`src/rtl/counter_seq_ctrl_pkg.sv`:
```
// Shared definitions for the counter sequencing controller: FSM encoding,
// direction encoding and the wrap-counter width.
package counter_seq_ctrl_pkg;

   typedef enum logic [1:0] {
      ST_IDLE = 2'b00,
      ST_LOAD = 2'b01,
      ST_RUN  = 2'b10,
      ST_DONE = 2'b11
   } state_e;

   localparam logic DIR_UP   = 1'b1;
   localparam logic DIR_DOWN = 1'b0;

   localparam int REP_W = 8;

endpackage

```
`src/rtl/counter_seq_ctrl_if.sv`:
```
// Job-side handshake plus the counter_4bit control/status pins.
// master = job issuer / counter side, slave = sequencing controller.
interface counter_seq_ctrl_if;

   logic       start;
   logic       dir;
   logic [3:0] init_val;
   logic       step_en;
   logic       abort;
   logic       ready;
   logic       busy;
   logic       done;
   logic       aborted;

   logic       load;
   logic [3:0] par_in;
   logic       up_cnt_en;
   logic       down_cnt_en;
   logic       carry_out;

   modport master (
      output start, dir, init_val, step_en, abort, carry_out,
      input  ready, busy, done, aborted, load, par_in, up_cnt_en, down_cnt_en
   );

   modport slave (
      input  start, dir, init_val, step_en, abort, carry_out,
      output ready, busy, done, aborted, load, par_in, up_cnt_en, down_cnt_en
   );

endinterface

```
`src/rtl/counter_seq_ctrl_wrap.sv`:
```
// wrap_event_counter: counts carry events within one job and flags when the
// current event is the last one the job asked for.
module wrap_event_counter
   import counter_seq_ctrl_pkg::*;
#(
   parameter int REPEAT = 1
) (
   input  logic clk,
   input  logic rst,
   input  logic clr,
   input  logic inc,
   output logic last_event
);

   logic [REP_W-1:0] rep_cnt;

   always_ff @(posedge clk or negedge rst) begin
      if (!rst)     rep_cnt <= '0;
      else if (clr) rep_cnt <= '0;
      else if (inc) rep_cnt <= rep_cnt + 1'b1;
   end

   assign last_event = (rep_cnt == REP_W'(REPEAT - 1));

endmodule

```
`src/rtl/counter_seq_ctrl.sv`:
```
// Sequencing controller for counter_4bit: loads a start value, enables
// counting in the latched direction and finishes after REPEAT wraps.
module counter_seq_ctrl
   import counter_seq_ctrl_pkg::*;
#(
   parameter int REPEAT = 1
) (
   input  logic               clk,
   input  logic               rst,
   counter_seq_ctrl_if.slave  bus
);

   state_e     state_q, state_d;
   logic       dir_q;
   logic [3:0] init_q;
   logic       aborted_q, aborted_d;
   logic       last_event, rep_clr, rep_inc, wrap;

   // A carry only counts when this block actually enabled the step.
   assign wrap    = (state_q == ST_RUN) && bus.step_en && bus.carry_out;
   assign rep_clr = (state_q == ST_LOAD);

   always_ff @(posedge clk or negedge rst) begin
      if (!rst) begin
         state_q   <= ST_IDLE;
         aborted_q <= 1'b0;
      end else begin
         state_q   <= state_d;
         aborted_q <= aborted_d;
      end
   end

   always_ff @(posedge clk or negedge rst) begin
      if (!rst) begin
         dir_q  <= DIR_DOWN;
         init_q <= '0;
      end else if (state_q == ST_IDLE && bus.start) begin
         dir_q  <= bus.dir;
         init_q <= bus.init_val;
      end
   end

   always_comb begin
      state_d   = state_q;
      aborted_d = 1'b0;
      rep_inc   = 1'b0;
      case (state_q)
         ST_IDLE: if (bus.start) state_d = ST_LOAD;
         ST_LOAD: begin
            if (bus.abort) begin
               state_d   = ST_IDLE;
               aborted_d = 1'b1;
            end else begin
               state_d = ST_RUN;
            end
         end
         ST_RUN: begin
            // Abort wins over a coinciding final wrap.
            if (bus.abort) begin
               state_d   = ST_IDLE;
               aborted_d = 1'b1;
            end else if (wrap) begin
               if (last_event) state_d = ST_DONE;
               else            rep_inc = 1'b1;
            end
         end
         ST_DONE: state_d = ST_IDLE;
         default: state_d = ST_IDLE;
      endcase
   end

   wrap_event_counter #(.REPEAT(REPEAT)) u_wrap (
      .clk        (clk),
      .rst        (rst),
      .clr        (rep_clr),
      .inc        (rep_inc),
      .last_event (last_event)
   );

   assign bus.ready       = (state_q == ST_IDLE);
   assign bus.busy        = (state_q == ST_LOAD) || (state_q == ST_RUN);
   assign bus.done        = (state_q == ST_DONE);
   assign bus.aborted     = aborted_q;
   assign bus.load        = (state_q == ST_LOAD);
   assign bus.par_in      = (state_q == ST_LOAD) ? init_q : 4'd0;
   assign bus.up_cnt_en   = (state_q == ST_RUN) && bus.step_en && (dir_q == DIR_UP);
   assign bus.down_cnt_en = (state_q == ST_RUN) && bus.step_en && (dir_q == DIR_DOWN);

endmodule
```
`src/flat_wrapper.sv`:
```
// flat-port wrapper written by rule: the top's interface ports become plain ports
module counter_seq_ctrl_flat import counter_seq_ctrl_pkg::*;
#(
   parameter int REPEAT = 1
)
  (clk, rst, bus_start, bus_dir, bus_init_val, bus_step_en, bus_abort, bus_carry_out, bus_ready, bus_busy, bus_done, bus_aborted, bus_load, bus_par_in, bus_up_cnt_en, bus_down_cnt_en);
  counter_seq_ctrl_if bus_i ();
  input  logic clk;
  input  logic rst;
  input wire logic [$bits(bus_i.start)-1:0] bus_start;
  input wire logic [$bits(bus_i.dir)-1:0] bus_dir;
  input wire logic [$bits(bus_i.init_val)-1:0] bus_init_val;
  input wire logic [$bits(bus_i.step_en)-1:0] bus_step_en;
  input wire logic [$bits(bus_i.abort)-1:0] bus_abort;
  input wire logic [$bits(bus_i.carry_out)-1:0] bus_carry_out;
  output wire logic [$bits(bus_i.ready)-1:0] bus_ready;
  output wire logic [$bits(bus_i.busy)-1:0] bus_busy;
  output wire logic [$bits(bus_i.done)-1:0] bus_done;
  output wire logic [$bits(bus_i.aborted)-1:0] bus_aborted;
  output wire logic [$bits(bus_i.load)-1:0] bus_load;
  output wire logic [$bits(bus_i.par_in)-1:0] bus_par_in;
  output wire logic [$bits(bus_i.up_cnt_en)-1:0] bus_up_cnt_en;
  output wire logic [$bits(bus_i.down_cnt_en)-1:0] bus_down_cnt_en;
  assign bus_i.start = bus_start;
  assign bus_i.dir = bus_dir;
  assign bus_i.init_val = bus_init_val;
  assign bus_i.step_en = bus_step_en;
  assign bus_i.abort = bus_abort;
  assign bus_i.carry_out = bus_carry_out;
  assign bus_ready = bus_i.ready;
  assign bus_busy = bus_i.busy;
  assign bus_done = bus_i.done;
  assign bus_aborted = bus_i.aborted;
  assign bus_load = bus_i.load;
  assign bus_par_in = bus_i.par_in;
  assign bus_up_cnt_en = bus_i.up_cnt_en;
  assign bus_down_cnt_en = bus_i.down_cnt_en;
  counter_seq_ctrl #(.REPEAT(REPEAT)) u_core (.clk(clk), .rst(rst), .bus(bus_i));
endmodule
```
`config.mk`:
```
export PLATFORM = sky130hd
export DESIGN_NAME = counter_seq_ctrl_flat
export DESIGN_NICKNAME = d
export VERILOG_FILES = /design/src/rtl/counter_seq_ctrl_pkg.sv /design/src/rtl/counter_seq_ctrl_if.sv /design/src/rtl/counter_seq_ctrl_wrap.sv /design/src/rtl/counter_seq_ctrl.sv /design/src/flat_wrapper.sv
export SDC_FILE = /design/constraint.sdc
export NUM_CORES = 1
export LEC_CHECK = 0
export ABC_AREA = 1
export BUFFER_PORTS_ARGS = -buffer_cell sky130_fd_sc_hd__buf_2
export CAP_MARGIN = 20
export CORE_MARGIN = 3
export CORE_UTILIZATION = 47
export DETAILED_ROUTE_END_ITERATION = 16
export GPL_ROUTABILITY_DRIVEN = 1
export PLACE_DENSITY = 0.7
export SYNTH_ARGS = -nofsm -noshare
export SYNTH_HDL_FRONTEND = slang
export SYNTH_SLANG_ARGS = --single-unit
```
`constraint.sdc`:
```
create_clock -name clk -period 1.3 [get_ports clk]
set_input_delay 0.13 -clock clk [delete_from_list [all_inputs] [get_ports clk]]
set_output_delay 0.13 -clock clk [all_outputs]
set_load 0.05 [all_outputs]
```
==> impl_metrics.csv <==
group,metric,value,unit
grt,antenna_found_initial,0,
finish,diodes,0,
place,io_buffers,21,
synth,synth.distinct_cells,17,
grt,grt_max_degree,17,
worst_setup_path,endpoint_kind,"primary output",
place,place_area,0.00131,mm²
clock_tree,cts_buffers,3,
finish,final_common_cell,"nand2_1",
grt,grt_overflow,0,
die,die_y,52.4,µm
timing,worst_pin_slew,0.370,ns
worst_setup_path,worstSetupPathType,"reg -> out",
power_and_ir_drop,ir_worst_vdd,2.13,mV
timing,fin_crit_sh,114,%
die,die_area,0.00274,mm²
outcome,status,"complete, but fails checks",
grt,grt_pass1_vias,958,
die,coreArea,0.00200,mm²
routing,ant_nets,0,
clock_tree,cts.clk_slew.worst_paths,0.10,ns
timing,drv_slew,0,
finish,multi_input_area,648,µm²
worst_setup_path,startpoint_type,"flop",
power_and_ir_drop,power_density,2250,mW/mm²
routing,drc,0,
job,cap_violations,0,
timing,hold_violations,0,
finish,final_cell_mix,"34 x nand2_1, 17 x inv_1, 16 x dfrtp_1, 15 x buf_4, 13 x nor2_1",
synth,synthCells,135,
worst_setup_path,required,1.17,ns
clock_tree,cts_buffer_depth,2,
routing,wl,2.62,mm
clock_tree,clock_latency,0.29,ns
grt,grt-busiest-layer,"met2",
synth,ys_warn_count,0,
timing,setup_viol,24,
grt,use_met1,27.4,%
timing,grt_setup_unrepaired,"true",
routing,vias,971,
routing,vias_per_cell,4.74,
grt,met2_usage,33.9,%
synth,synth-seq-cells,16,
die,die_w,52.4,µm
clock_tree,cts-root-buf,"clkbuf_4",
timing,fmax,672,MHz
clock_tree,cts_num_sinks,16,
finish,fillers,138,
synth,ys_seq_area_share,39.7,%
place,dp.final_hpwl,1.85,mm
die,start_util,50.4,%
outcome,violations,"negative setup slack",
routing,drtIter0Drc,29,
die,ios,22,
timing,clock_skew,0.00485,ns
routing,wl_per_cell,12.8,µm
timing,min_period,1.49,ns
finish,syn_to_final_growth,52.7,%
worst_setup_path,crit_arrival,1.36,ns
finish,register_area,400,µm²
power_and_ir_drop,p_leak,0.830,nW
place,place_congestion,0.860,
finish,final_cell_count_no_fill,205,
timing,worst_slack,-0.187,ns
clock_tree,cts_tree,"built",
timing,relSlewSlack,75.4,%
finish,design_area,0.00154,mm²
finish,finalNetCount,198,
finish,drive_above_1_share,40.4,%
grt,grtUsageTotal,20.5,%
clock_tree,htreeDepth,1,
place,placed_cells,195,
hold_path,holdCritPathClass,"in -> reg",
routing,drt-pass1-iter-count,4,
grt,grt_pass1_wl,4.13,mm
worst_setup_path,cp_max_fo,7,
synth,synth_nets,153,
synth,syn_avg_cell_area,7.48,µm²
grt,use_met3,3.13,%
synth,synth_area,0.00101,mm²
die,rows,16,
-- stage by stage --
step / utilization [%] / hold WS [ns] / worst slack, ns / total power [mW] / TNS [ns]
2_1_floorplan: - / -0.166 / -0.0332 / 2.12 / -0.0913
3_3_place_gp: 65.5 / 0.0659 / -0.0372 / 2.43 / -0.173
3_5_place_dp: 65.5 / 0.0663 / -0.0552 / 2.50 / -0.346
4_1_cts: 74.1 / 0.0636 / -0.171 / 3.29 / -2.24
5_1_grt: 77.0 / 0.0595 / -0.255 / 3.68 / -4.41
6_report: 77.0 / 0.0695 / -0.187 / 3.46 / -2.63
-- what timing repair did --
action                                  CTS  global route
gates resized for setup                  33            11
endpoints found under the hold margin    16             0
endpoints found under the setup margin   23            25
buffers inserted                          3             3
pin swaps                                 3             2
gates cloned                              1             0
hold buffers                              1             0
-- kinds of logic after synthesis --
| family | Yosys count | share of synthesized area (%) |
|---|---|---|
| compound gates | 2 | 0.990 |
| xor+xnor | 3 | 2.60 |
| fa+ha+maj | 7 | 8.67 |
| buf+inv | 23 | 8.55 |
| flops | 16 | 39.7 |
| mux | 4 | 4.46 |
| simple gates | 80 | 35.1 |
-- where the power goes --
part	switching, mW	internal, mW
clock	0.157	0.108
combinational	1.39	1.08
sequential	0.101	0.620
-- synth_stat cells, drive strengths merged --
cell type | n | share of area [%]
mux2 | 4 | 4.5
dfrtp | 16 | 40
nand3 | 12 | 6.4
or2 | 1 | 0.62
nand2 | 40 | 15
nor3 | 3 | 1.5
nor2 | 20 | 9.2
xor2 | 3 | 2.6
nand4 | 4 | 2.5
ha | 7 | 8.7
inv | 23 | 8.5
a21oi | 1 | 0.50
o21ai | 1 | 0.50
-- sequential cells by signal (all words and copies together) (netlist names) --
signal / flops
u_core.state_q: 2
u_core.init_q: 4
u_core.u_wrap.rep_cnt: 8
u_core.dir_q: 1
u_core.bus.aborted: 1
-- routing by layer --
metal	up-vias	share of wire [%]
met1	441	44
met5	-	0
met3	2	3.3
met4	0	0.34
li1	502	-
met2	26	52
-- layout make-up --
type	count	share of cell area (%)
multi-input cells	97	42.0
flip-flops and latches	16	26.0
repair buffers	39	22.0
inverters	23	6.33
well taps	27	2.19
clock buffers	3	1.46
-- critical path: stages (launching register included) --
cell        delay [ns]
dfrtp_1           0.41
buf_6             0.14
ha_4              0.19
nand2_2           0.09
clkinvlp_4        0.09
buf_8             0.15
-- path summary, 6_finish.rpt --
check / startpoint / end / slack [ns] / cells after the start
max: u_core.state_q[0] / bus_par_in[3] / -0.19 / 5
min: bus_init_val[3] / u_core.init_q[3] / 0.07 / 2
min in group asynchronous: rst / u_core.u_wrap.rep_cnt[7] / 0.28 / 2
max in group asynchronous: rst / u_core.init_q[2] / 0.75 / 2
max reg2reg: u_core.state_q[1] / u_core.u_wrap.rep_cnt[2] / -0.14 / 7
min reg2reg: u_core.init_q[0] / u_core.init_q[0] / 0.53 / 1
Note: power is estimated with default switching activity, not from simulation.
